$ cat src/rtl/e203_itcm_pkg.sv
// rtl/e203_itcm_pkg.sv - shared defaults and response entry type for the ITCM IFU responder
// Default build leaves E203_ITCM_HOLDUP_EN undefined.
package e203_itcm_pkg;

  localparam int ITCM_AW         = 16;
  localparam int ITCM_DW         = 64;
  localparam int ITCM_BYTES_DFLT = 65536;
  localparam int ITCM_WOFF       = $clog2(ITCM_DW / 8);

  typedef struct packed {
    logic               err;
    logic [ITCM_DW-1:0] rdata;
  } rsp_ent_t;

endpackage

$ cat src/rtl/e203_itcm_ifu_slv_if.sv
// rtl/e203_itcm_ifu_slv_if.sv - ICB fetch command/response bundle between IFU and ITCM
interface e203_itcm_ifu_slv_if
  import e203_itcm_pkg::*;
#(
  parameter int AW = ITCM_AW,
  parameter int DW = ITCM_DW
);

  logic          icb_cmd_valid;
  logic          icb_cmd_ready;
  logic [AW-1:0] icb_cmd_addr;
  logic          icb_rsp_valid;
  logic          icb_rsp_ready;
  logic          icb_rsp_err;
  logic [DW-1:0] icb_rsp_rdata;

  modport master (
    output icb_cmd_valid, icb_cmd_addr, icb_rsp_ready,
    input  icb_cmd_ready, icb_rsp_valid, icb_rsp_err, icb_rsp_rdata
  );

  modport slave (
    input  icb_cmd_valid, icb_cmd_addr, icb_rsp_ready,
    output icb_cmd_ready, icb_rsp_valid, icb_rsp_err, icb_rsp_rdata
  );

endinterface

$ cat src/rtl/e203_itcm_rsp_fifo.sv
// rtl/e203_itcm_rsp_fifo.sv - 2-entry {err,rdata} response skid FIFO
module e203_itcm_rsp_fifo
  import e203_itcm_pkg::*;
#(
  parameter type ENT_T = rsp_ent_t
) (
  input  logic       clk,
  input  logic       rst,
  input  logic       push,
  input  ENT_T       push_ent,
  input  logic       pop,
  output ENT_T       head,
  output logic [1:0] cnt
);

  ENT_T       mem_q [2];
  ENT_T       mem_d [2];
  logic       wptr_q, wptr_d;
  logic       rptr_q, rptr_d;
  logic [1:0] cnt_q, cnt_d;

  always_comb begin
    mem_d  = mem_q;
    wptr_d = wptr_q;
    rptr_d = rptr_q;
    if (push) begin
      mem_d[wptr_q] = push_ent;
      wptr_d        = ~wptr_q;
    end
    if (pop) begin
      rptr_d = ~rptr_q;
    end
    // With cnt==2 a push+pop overwrites the slot being popped; head is read from mem_q first.
    cnt_d = cnt_q + {1'b0, push} - {1'b0, pop};
  end

  always_ff @(posedge clk) begin
    if (rst) begin
      mem_q[0] <= '0;
      mem_q[1] <= '0;
      wptr_q   <= 1'b0;
      rptr_q   <= 1'b0;
      cnt_q    <= 2'd0;
    end else begin
      mem_q  <= mem_d;
      wptr_q <= wptr_d;
      rptr_q <= rptr_d;
      cnt_q  <= cnt_d;
    end
  end

  assign head = mem_q[rptr_q];
  assign cnt  = cnt_q;

  a_no_overflow: assert property (@(posedge clk) disable iff (rst)
    !(push && !pop && cnt_q == 2'd2));
  a_no_underflow: assert property (@(posedge clk) disable iff (rst)
    !(pop && cnt_q == 2'd0));

endmodule

$ cat src/rtl/e203_itcm_ifu_slv.sv
// rtl/e203_itcm_ifu_slv.sv - ITCM-side ICB responder for instruction fetch with skid FIFO and holdup
// Optional holdup tracking is enabled by defining E203_ITCM_HOLDUP_EN.
module e203_itcm_ifu_slv
  import e203_itcm_pkg::*;
#(
  parameter int AW         = ITCM_AW,
  parameter int DW         = ITCM_DW,
  parameter int ITCM_BYTES = ITCM_BYTES_DFLT
) (
  input  logic                          clk,
  input  logic                          rst,
  e203_itcm_ifu_slv_if.slave            icb,
  input  logic                          ext_ram_req,
  input  logic                          itcm_nohold,
  output logic                          holdup,
  output logic                          ram_cs,
  output logic [AW-$clog2(DW/8)-1:0]    ram_addr,
  input  logic [DW-1:0]                 ram_dout
);

  localparam int WOFF = $clog2(DW / 8);

  typedef struct packed {
    logic          err;
    logic [DW-1:0] rdata;
  } ent_t;

  logic       inflight_q, inflight_d;
  logic       inflight_err_q, inflight_err_d;
  logic [1:0] fifo_cnt;
  logic [1:0] occ;
  logic       fifo_nempty;
  logic       fifo_push, fifo_pop;
  logic       accept, in_range;
  ent_t       byp_ent, fifo_head, rsp_ent;

  assign in_range    = 33'(icb.icb_cmd_addr) < 33'(ITCM_BYTES);
  assign fifo_nempty = fifo_cnt != 2'd0;
  assign occ         = fifo_cnt + {1'b0, inflight_q};

  // occ never exceeds 2, so a FIFO pop is the only way a full pipe can take a new command.
  assign fifo_pop          = fifo_nempty & icb.icb_rsp_ready;
  assign icb.icb_cmd_ready = ~rst & ~ext_ram_req & ((occ < 2'd2) | fifo_pop);
  assign accept            = icb.icb_cmd_valid & icb.icb_cmd_ready;

  assign ram_cs   = accept & in_range;
  assign ram_addr = icb.icb_cmd_addr[AW-1:WOFF];

  always_comb begin
    inflight_d     = accept;
    inflight_err_d = accept & ~in_range;
  end

  always_ff @(posedge clk) begin
    if (rst) begin
      inflight_q     <= 1'b0;
      inflight_err_q <= 1'b0;
    end else begin
      inflight_q     <= inflight_d;
      inflight_err_q <= inflight_err_d;
    end
  end

  assign byp_ent.err   = inflight_err_q;
  assign byp_ent.rdata = inflight_err_q ? '0 : ram_dout;

  // SRAM data is only valid for one cycle, so it is captured unless it leaves via the bypass.
  assign fifo_push = inflight_q & (fifo_nempty | ~icb.icb_rsp_ready);

  e203_itcm_rsp_fifo #(.ENT_T(ent_t)) u_rsp_fifo (
    .clk      (clk),
    .rst      (rst),
    .push     (fifo_push),
    .push_ent (byp_ent),
    .pop      (fifo_pop),
    .head     (fifo_head),
    .cnt      (fifo_cnt)
  );

  assign rsp_ent           = fifo_nempty ? fifo_head : byp_ent;
  assign icb.icb_rsp_valid = ~rst & (fifo_nempty | inflight_q);
  assign icb.icb_rsp_err   = icb.icb_rsp_valid & rsp_ent.err;
  assign icb.icb_rsp_rdata = icb.icb_rsp_valid ? rsp_ent.rdata : '0;

  a_occ_bound: assert property (@(posedge clk) disable iff (rst)
    !(inflight_q && fifo_cnt == 2'd2));

`ifdef E203_ITCM_HOLDUP_EN
  logic                holdup_q, holdup_d;
  logic [AW-WOFF-1:0]  hold_waddr_q, hold_waddr_d;

  // Any other SRAM access or an err fetch means the array output no longer holds our word.
  always_comb begin
    holdup_d     = holdup_q;
    hold_waddr_d = hold_waddr_q;
    if (ext_ram_req || (accept && !in_range)) begin
      holdup_d = 1'b0;
    end else if (ram_cs) begin
      holdup_d     = 1'b1;
      hold_waddr_d = ram_addr;
    end
  end

  always_ff @(posedge clk) begin
    if (rst) begin
      holdup_q     <= 1'b0;
      hold_waddr_q <= '0;
    end else begin
      holdup_q     <= holdup_d;
      hold_waddr_q <= hold_waddr_d;
    end
  end

  assign holdup = holdup_q & ~ext_ram_req & ~itcm_nohold & ~rst;
`else
  logic unused_nohold;
  assign unused_nohold = itcm_nohold;
  assign holdup        = 1'b0;
`endif

endmodule

$ cat src/flat_wrapper.sv
// flat-port wrapper written by rule: the top's interface ports become plain ports
module e203_itcm_ifu_slv_flat import e203_itcm_pkg::*;
#(
  parameter int AW         = ITCM_AW,
  parameter int DW         = ITCM_DW,
  parameter int ITCM_BYTES = ITCM_BYTES_DFLT
)
  (clk, rst, ext_ram_req, itcm_nohold, holdup, ram_cs, ram_addr, ram_dout, icb_icb_cmd_valid, icb_icb_cmd_addr, icb_icb_rsp_ready, icb_icb_cmd_ready, icb_icb_rsp_valid, icb_icb_rsp_err, icb_icb_rsp_rdata);
  e203_itcm_ifu_slv_if #(.AW(AW), .DW(DW)) icb_i ();
  input  logic clk;
  input  logic rst;
  input  logic ext_ram_req;
  input  logic itcm_nohold;
  output logic holdup;
  output logic ram_cs;
  output logic [AW-$clog2(DW/8)-1:0] ram_addr;
  input  logic [DW-1:0] ram_dout;
  input wire logic [$bits(icb_i.icb_cmd_valid)-1:0] icb_icb_cmd_valid;
  input wire logic [$bits(icb_i.icb_cmd_addr)-1:0] icb_icb_cmd_addr;
  input wire logic [$bits(icb_i.icb_rsp_ready)-1:0] icb_icb_rsp_ready;
  output wire logic [$bits(icb_i.icb_cmd_ready)-1:0] icb_icb_cmd_ready;
  output wire logic [$bits(icb_i.icb_rsp_valid)-1:0] icb_icb_rsp_valid;
  output wire logic [$bits(icb_i.icb_rsp_err)-1:0] icb_icb_rsp_err;
  output wire logic [$bits(icb_i.icb_rsp_rdata)-1:0] icb_icb_rsp_rdata;
  assign icb_i.icb_cmd_valid = icb_icb_cmd_valid;
  assign icb_i.icb_cmd_addr = icb_icb_cmd_addr;
  assign icb_i.icb_rsp_ready = icb_icb_rsp_ready;
  assign icb_icb_cmd_ready = icb_i.icb_cmd_ready;
  assign icb_icb_rsp_valid = icb_i.icb_rsp_valid;
  assign icb_icb_rsp_err = icb_i.icb_rsp_err;
  assign icb_icb_rsp_rdata = icb_i.icb_rsp_rdata;
  e203_itcm_ifu_slv #(.AW(AW), .DW(DW), .ITCM_BYTES(ITCM_BYTES)) u_core (.clk(clk), .rst(rst), .icb(icb_i), .ext_ram_req(ext_ram_req), .itcm_nohold(itcm_nohold), .holdup(holdup), .ram_cs(ram_cs), .ram_addr(ram_addr), .ram_dout(ram_dout));
endmodule
$ cat config.mk
export PLATFORM = sky130hd
export DESIGN_NAME = e203_itcm_ifu_slv_flat
export DESIGN_NICKNAME = d
export VERILOG_FILES = /design/src/rtl/e203_itcm_pkg.sv /design/src/rtl/e203_itcm_ifu_slv_if.sv /design/src/rtl/e203_itcm_rsp_fifo.sv /design/src/rtl/e203_itcm_ifu_slv.sv /design/src/flat_wrapper.sv
export SDC_FILE = /design/constraint.sdc
export NUM_CORES = 1
export LEC_CHECK = 0
export ABC_AREA = 1
export BUFFER_PORTS_ARGS = -buffer_cell sky130_fd_sc_hd__buf_4
export CAP_MARGIN = 20
export CORE_ASPECT_RATIO = 0.7
export CORE_MARGIN = 5
export CORE_UTILIZATION = 49
export CTS_CLUSTER_SIZE = 30
export DETAILED_ROUTE_END_ITERATION = 10
export HOLD_SLACK_MARGIN = 0.12
export MAX_ROUTING_LAYER = met4
export PLACE_DENSITY_LB_ADDON = 0.25
export SYNTH_ARGS = -nofsm -noshare
export SYNTH_HDL_FRONTEND = slang
export SYNTH_HIERARCHICAL = 1
export SYNTH_SLANG_ARGS = --single-unit
$ cat constraint.sdc
create_clock -name clk -period 1.8 [get_ports clk]
set_clock_uncertainty 0.05 [all_clocks]
set_input_delay 0.45 -clock clk [delete_from_list [all_inputs] [get_ports clk]]
set_output_delay 0.45 -clock clk [all_outputs]
set_load 0.1 [all_outputs]
==> results.tsv, run 1 <==
metric	value	unit
FF/Latch Area	2720	um^2
ant diodes	0	
initial core utilization	49.6	%
Most Crowded Layer GR	met2	
Worst setup SP type	flip-flop	
Syn. warnings	6	
Placer Congestion	0.788	
Die H	112	um
clk slew on worst S/H paths	0.06	ns
worst path required time	1.30	ns
switching share of total power	45.7	%
Yosys reg bits	135	
critical path peak fanout	6	
status	finished with violations	
fillers	890	
Worst setup EP type	primary output	
global routing usage on met1	32.7	%
Post-Synthesis Cells	1044	
synth unique cells	23	
drt drc	0	
largest net degree at the start of global routing	70	
routed wire length	27.1	mm
wire length of the first global-routing pass	34.6	mm
clk root buf	clkbuf_16	
Register-to-Register Path Depth	13	
Hold/Removal Path Class	in2reg	
dpl ws	-0.254	ns
first-pass detailed-route iteration total	8	
Die ar.	17400	um^2
worst setup margin	-0.745	ns
share of cells above drive strength 1	44.9	%
Global Route met3 Usage	5.05	%
Placed Area	8800	um^2
Overflow after GRT	0	
Synth top area share	37.2	%
Internal	8.85	mW
switching pwr	7.46	mW
syn_area_per_cell	6.96	um^2
core area	14600	um^2
drt wl/cell	19.2	um
EDFF count, synth	0	
post-layout min period	2.55	ns
nets	1288	
failing checks	negative setup slack	
area leader, netlist	dfxtp_1	
Placed Cells	1330	
CTS tree	done	
maxcap violations	0	
peak supply drop	0.000870	V
RSZ-0062 raised after global routing	yes	
gr usage total	24.9	%
Die Span X	156	um
H-tree Lvls	4	
# IOs	168	
number of vias per cell	5.49	
Clk Latency, worst-skew pair	0.42	ns
Routed Antenna Nets	0	
async set-or-reset flop fraction in the synthesized netlist	0	%
vias in the first global route	6895	
Via Count	7729	
max frequency	0.393	GHz
WP data arrival	2.05	ns
power per cell area	1410	nW/um^2
Setup violations, final	201	
crit path kind	reg2out	
design area	11500	um^2
WHS	0.226	ns
Final Hold Fails	0	
HPWL after detailed placement	12.5	mm
synth top area cells	dfxtp_1, nor2_1, o21ai_0	
area delta synth->final	58.9	%
Detailed Route Iter0 Violations	697	
post-synthesis sequential area ratio	37.2	%
part of the power in the clock network	19.7	%
final core occ	78.9	%
non-filler cells, final	1408	
leakage power	4.67	nW
# clock sinks	135	
Comb pwr share	59.8	%
Rows	37	
Clock Path Buffers	2	
period utilization	141	%
PortBufs	136	
Reg power frac	20.5	%
Top FF cell, synth	dfxtp_1	
Num CTS Buffers	17	
multi-input logic area	4310	um^2
Cell Area, Synth	7260	um^2
Max Slew Vio Count	0	
hold depth	3	
M2 GR Usage	38.5	%
antenna violations before repair	0	
placed cells by master (no fill, tap or decap), types with 2 or more instances in the layout:
| cell type | n |
|---|---|
| a21oi_4 | 2 |
| buf_12 | 82 |
| buf_16 | 6 |
| buf_4 | 97 |
| buf_6 | 21 |
| buf_8 | 6 |
| clkbuf_1 | 3 |
| clkbuf_16 | 29 |
| clkbuf_8 | 4 |
| clkinv_2 | 5 |
| clkinvlp_4 | 56 |
| conb_1 | 3 |
| dfxtp_1 | 131 |
| dfxtp_4 | 3 |
| inv_1 | 7 |
| inv_2 | 4 |
| inv_4 | 12 |
| mux2_2 | 18 |
| mux2_4 | 47 |
| nand2_1 | 128 |
| nand2_2 | 67 |
| nand2_4 | 4 |
| nand2_8 | 2 |
| nor2_1 | 258 |
| nor2_2 | 7 |
| nor2_4 | 3 |
| o21ai_0 | 63 |
| o21ai_1 | 71 |
| o21ai_2 | 59 |
final cells by class:
| cell class | instances | share of cell area, % |
|---|---|---|
| clock inverter | 8 | 0.401 |
| tap | 195 | 2.11 |
| inverter | 78 | 4.68 |
| clock buffer | 24 | 4.26 |
| multi-input combinational | 743 | 37.3 |
| sequential | 135 | 23.5 |
| timing repair buffer | 225 | 27.7 |
Yosys cell counts (3+ instances only):
cell        n
nand3_1     3
mux2_2     65
o21ai_0   152
buf_4      21
nand2_1   188
nor2_1    268
dfxtp_1   135
buf_2      28
inv_1      64
inv_2      14
o21ai_1    42
buf_6      28
clkbuf_1   13
nand2_2    12
sequential cells by signal, indices dropped and copies added (netlist names):
register and cells:
u_core/u_rsp_fifo/cnt 2, u_core/inflight_q 1, u_core/u_rsp_fifo/rptr_q 1, u_core/u_rsp_fifo/mem_q 130, u_core/u_rsp_fifo/wptr_q 1
power groups by stage:
stage	Clock [mW]	Sequential [mW]	Combinational [mW]
4_1_cts	3.19	3.31	8.13
5_1_grt	3.34	3.36	10.2
3_3_place_gp	0	3.37	6.87
6_report	3.21	3.34	9.76
2_1_floorplan	0	3.32	5.54
3_5_place_dp	0	3.38	6.92
final timing paths:
path                                                   from                           to  slack [ns]
worst min-delay path                           ram_dout[30]  u_core/u_rsp_fifo/mem_q[30]        0.23
worst max register to register     u_core/u_rsp_fifo/cnt[1]     u_core/u_rsp_fifo/cnt[1]       -0.28
worst min register to register  u_core/u_rsp_fifo/mem_q[34]  u_core/u_rsp_fifo/mem_q[34]        0.42
worst max-delay path               u_core/u_rsp_fifo/rptr_q        icb_icb_rsp_rdata[38]       -0.75
cell families (layout without fill, tap and decap cells):
family,Yosys count,after routing,synth area share (%)
and+or+nand+nor,474,475,25.3
AOI/OAI and AO/OA,197,197,13.7
buffers and inverters,169,335,13.2
DFF,135,135,37.2
muxes,65,65,10.1
adders and majority gates,2,2,0.345
other,1,3,0.0516
xor gates and xnor gates,1,1,0.121
timing repair:
| item | CTS | global route |
|---|---|---|
| hold buffers | 0 | 0 |
| buffers inserted | 11 | 11 |
| endpoints found under the setup margin | 198 | 87 |
| gates resized for setup | 153 | 295 |
| cloned | 7 | 18 |
| pin swaps | 7 | 79 |
critical path, stage by stage (launching register included):
cell and delay, ns:
dfxtp_4 0.39, buf_12 0.16, buf_12 0.12, buf_16 0.12
mux2_2 0.33, o21ai_1 0.10, nand2_1 0.10, nand2_2 0.11
inv_4 0.04, buf_12 0.15
metal layers:
metal / share of wire, % / vias to the layer above
met5: 0 / -
li1: - / 3603
met4: 2.6 / 0
met3: 9.3 / 67
met2: 49 / 437
met1: 39 / 3622
per-stage QoR:
| step | setup TNS [ns] | total power [mW] |
|---|---|---|
| after floorplan | -11.61 | 8.86 |
| after global placement | -19.68 | 10.2 |
| after detailed placement | -22.27 | 10.3 |
| after CTS | -38.32 | 14.6 |
| after global routing | -69.81 | 16.9 |
| final | -58.05 | 16.3 |
Power figures use the tool's default switching activity.
==> run 2: changes to the inputs <==
RECOVER_POWER = 100   (was default)
==> run 2 against run 1 <==
Effect of this change:
- the run still ends with negative setup slack left
- power barely moved
- worst hold slack better by 0.0022 ns
- utilization about the same
- cell area hardly changed
- non-clock buffer count is the same
- sequential share of layout area is essentially flat
- first-iteration DRC count is 3.7% higher
- via count down 0.28%
- sequential power is essentially flat
- die area unchanged
- sequential cell count did not move
- count of clock-buffer cells in the layout is the same
- critical path type unchanged
- critical endpoint unchanged
==> results.tsv, run 2 (synthesis gave the netlist of run 1 again) <==
metric	value	unit	change
status	finished with violations		unchanged
failing checks	negative setup slack		unchanged
first-pass detailed-route iteration total	5		was 8
# hold bufs at CTS	0		unchanged
PortBufs	136		unchanged
wire length of the first global-routing pass	34.6	mm	unchanged
# clock sinks	135		unchanged
Num CTS Buffers	17		unchanged
worst setup margin	-0.734	ns	was -0.745 ns
fillers	891		was 890
non-filler cells, final	1408		unchanged
core area	14600	um^2	unchanged
multi-input logic area	4310	um^2	about the same
routed wire length	27.0	mm	was 27.1 mm
design area	11500	um^2	about the same
area delta synth->final	58.9	%	about the same
RSZ-0062 raised after global routing	yes		unchanged
Worst path most repeated cell	buf_12		unchanged
drt wl/cell	19.2	um	about the same
Die ar.	17400	um^2	unchanged
initial core utilization	49.6	%	unchanged
reg2reg end	u_core/u_rsp_fifo/cnt[1]		unchanged
M2 GR Usage	38.5	%	unchanged
global routing usage on met1	32.7	%	unchanged
gr usage total	24.9	%	unchanged
CP Cell Sequence	buf_12 -> buf_12 -> buf_16 -> mux2_2 -> o21ai_1 -> nand2_1 -> nand2_2 -> inv_4 -> buf_12		unchanged
Worst setup SP type	flip-flop		unchanged
power per cell area	1410	nW/um^2	about the same
WHS	0.228	ns	was 0.226 ns
Most Crowded Layer GR	met2		unchanged
ant diodes	0		unchanged
period utilization	141	%	about the same
Die Span X	156	um	unchanged
number of vias per cell	5.47		was 5.49
Via Count	7707		was 7729
WP data arrival	2.03	ns	was 2.05 ns
Routed Antenna Nets	0		unchanged
post-layout min period	2.53	ns	was 2.55 ns
slowest library cell on the worst path	dfxtp_4		unchanged
Largest register FFs	130		unchanged
Rows	37		unchanged
max incr delay on CP	0.39	ns	about the same
Clock Path Buffers	2		unchanged
Detailed Route Iter0 Violations	723		was 697
Setup violations, final	201		unchanged
critical path peak fanout	6		unchanged
worst path required time	1.30	ns	about the same
hold depth	3		unchanged
max frequency	0.395	GHz	was 0.393 GHz
Overflow after GRT	0		unchanged
final core occ	78.9	%	about the same
most common cell after layout, fill and taps aside	nor2_1		unchanged
clk root buf	clkbuf_16		unchanged
Global Route met3 Usage	5.05	%	unchanged
Die H	112	um	unchanged
Placer Congestion	0.788		unchanged
WHS Endpoint	u_core/u_rsp_fifo/mem_q[30]		unchanged
vias in the first global route	6895		unchanged
RR Startpoint	u_core/u_rsp_fifo/cnt[1]		unchanged
clk slew on worst S/H paths	0.06	ns	about the same
Placed Cells	1330		unchanged
largest net degree at the start of global routing	70		unchanged
Hold/Removal Path Class	in2reg		unchanged
Hold Crit Start	ram_dout[30]		unchanged
Register-to-Register Path Depth	13		unchanged
FF/Latch Area	2720	um^2	unchanged
peak supply drop	0.000869	V	was 0.000870 V
CTS tree	done		unchanged
maxcap violations	0		unchanged
Max Slew Vio Count	0		unchanged
Largest Register	u_core/u_rsp_fifo/mem_q		unchanged
commonest cells after routing, fill and taps aside	nor2_1, dfxtp_1, nand2_1, buf_4, buf_12		unchanged
crit path kind	reg2out		unchanged
reg-to-reg setup timing slack	-0.29	ns	was -0.28 ns
Final Hold Fails	0		unchanged
antenna violations before repair	0		unchanged
HPWL after detailed placement	12.5	mm	unchanged
# IOs	168		unchanged
Clk Latency, worst-skew pair	0.41	ns	was 0.42 ns
leakage power	4.68	nW	was 4.67 nW
H-tree Lvls	4		unchanged
Placed Area	8800	um^2	unchanged
drt drc	0		unchanged
share of cells above drive strength 1	44.8	%	was 44.9%
nets	1288		unchanged
Worst setup EP type	primary output		unchanged
[run 2: timing repair]
action,4_1_cts,5_1_grt
resized for setup,153,295
cloned,7,18
setup endpoints to repair,198,87
pin swaps,7,79
buffers inserted,11,11
[run 2: area by class of cell]
class | instances | area share, %
Tap cell | 195 | 2.11
Clock inverter | 8 | 0.401
Sequential cell | 135 | 23.5
Timing Repair Buffer | 225 | 27.7
Inverter | 78 | 4.68
Clock buffer | 24 | 4.26
Multi-Input combinational cell | 743 | 37.3
[run 2: stage by stage]
step	setup slack, ns	power, mW	TNS (ns)
floorplan	-0.235	8.86	-11.61
CTS	-0.648	14.6	-38.32
global route	-0.762	16.9	-69.85
finish	-0.734	16.3	-58.00
detailed placement	-0.254	10.3	-22.27
global placement	-0.222	10.2	-19.68
[run 2: worst max-delay path: cells and delay by family, from the launching register on]
family                 cells  cell delay (ns)
AO/OA/AOI/OAI              1             0.10
flip-flops                 1             0.39
multiplexers               1             0.33
AND/OR/NAND/NOR            2             0.20
buffers and inverters      5             0.59
[run 2: worst max path at each step]
stage	from	endpoint	slack (ns)
after global routing	u_core/u_rsp_fifo/rptr_q	icb_icb_rsp_rdata[38]	-0.76
after global placement	rst	icb_icb_rsp_rdata[45]	-0.22
after CTS	u_core/u_rsp_fifo/rptr_q	icb_icb_rsp_rdata[31]	-0.65
after detailed placement	rst	icb_icb_rsp_rdata[45]	-0.25
after floorplan	u_core/u_rsp_fifo/rptr_q	icb_icb_rsp_rdata[19]	-0.23
final	u_core/u_rsp_fifo/rptr_q	icb_icb_rsp_rdata[38]	-0.73
[run 2: report_power, final]
part | switching (mW) | total [mW] | leakage [nW] | internal, mW
sequential | 0.160 | 3.34 | 1.10 | 3.18
clock | 1.32 | 3.21 | 0.266 | 1.90
combinational | 5.98 | 9.76 | 3.31 | 3.78
total | 7.46 | 16.3 | 4.68 | 8.85
[run 2: per-layer routing]
layer / wire length (um) / vias up / share of wire, %
met5: 0 / - / 0
met4: 773 / 0 / 2.9
met3: 2330 / 74 / 8.6
met2: 13100 / 402 / 49
met1: 10800 / 3636 / 40
li1: - / 3595 / -
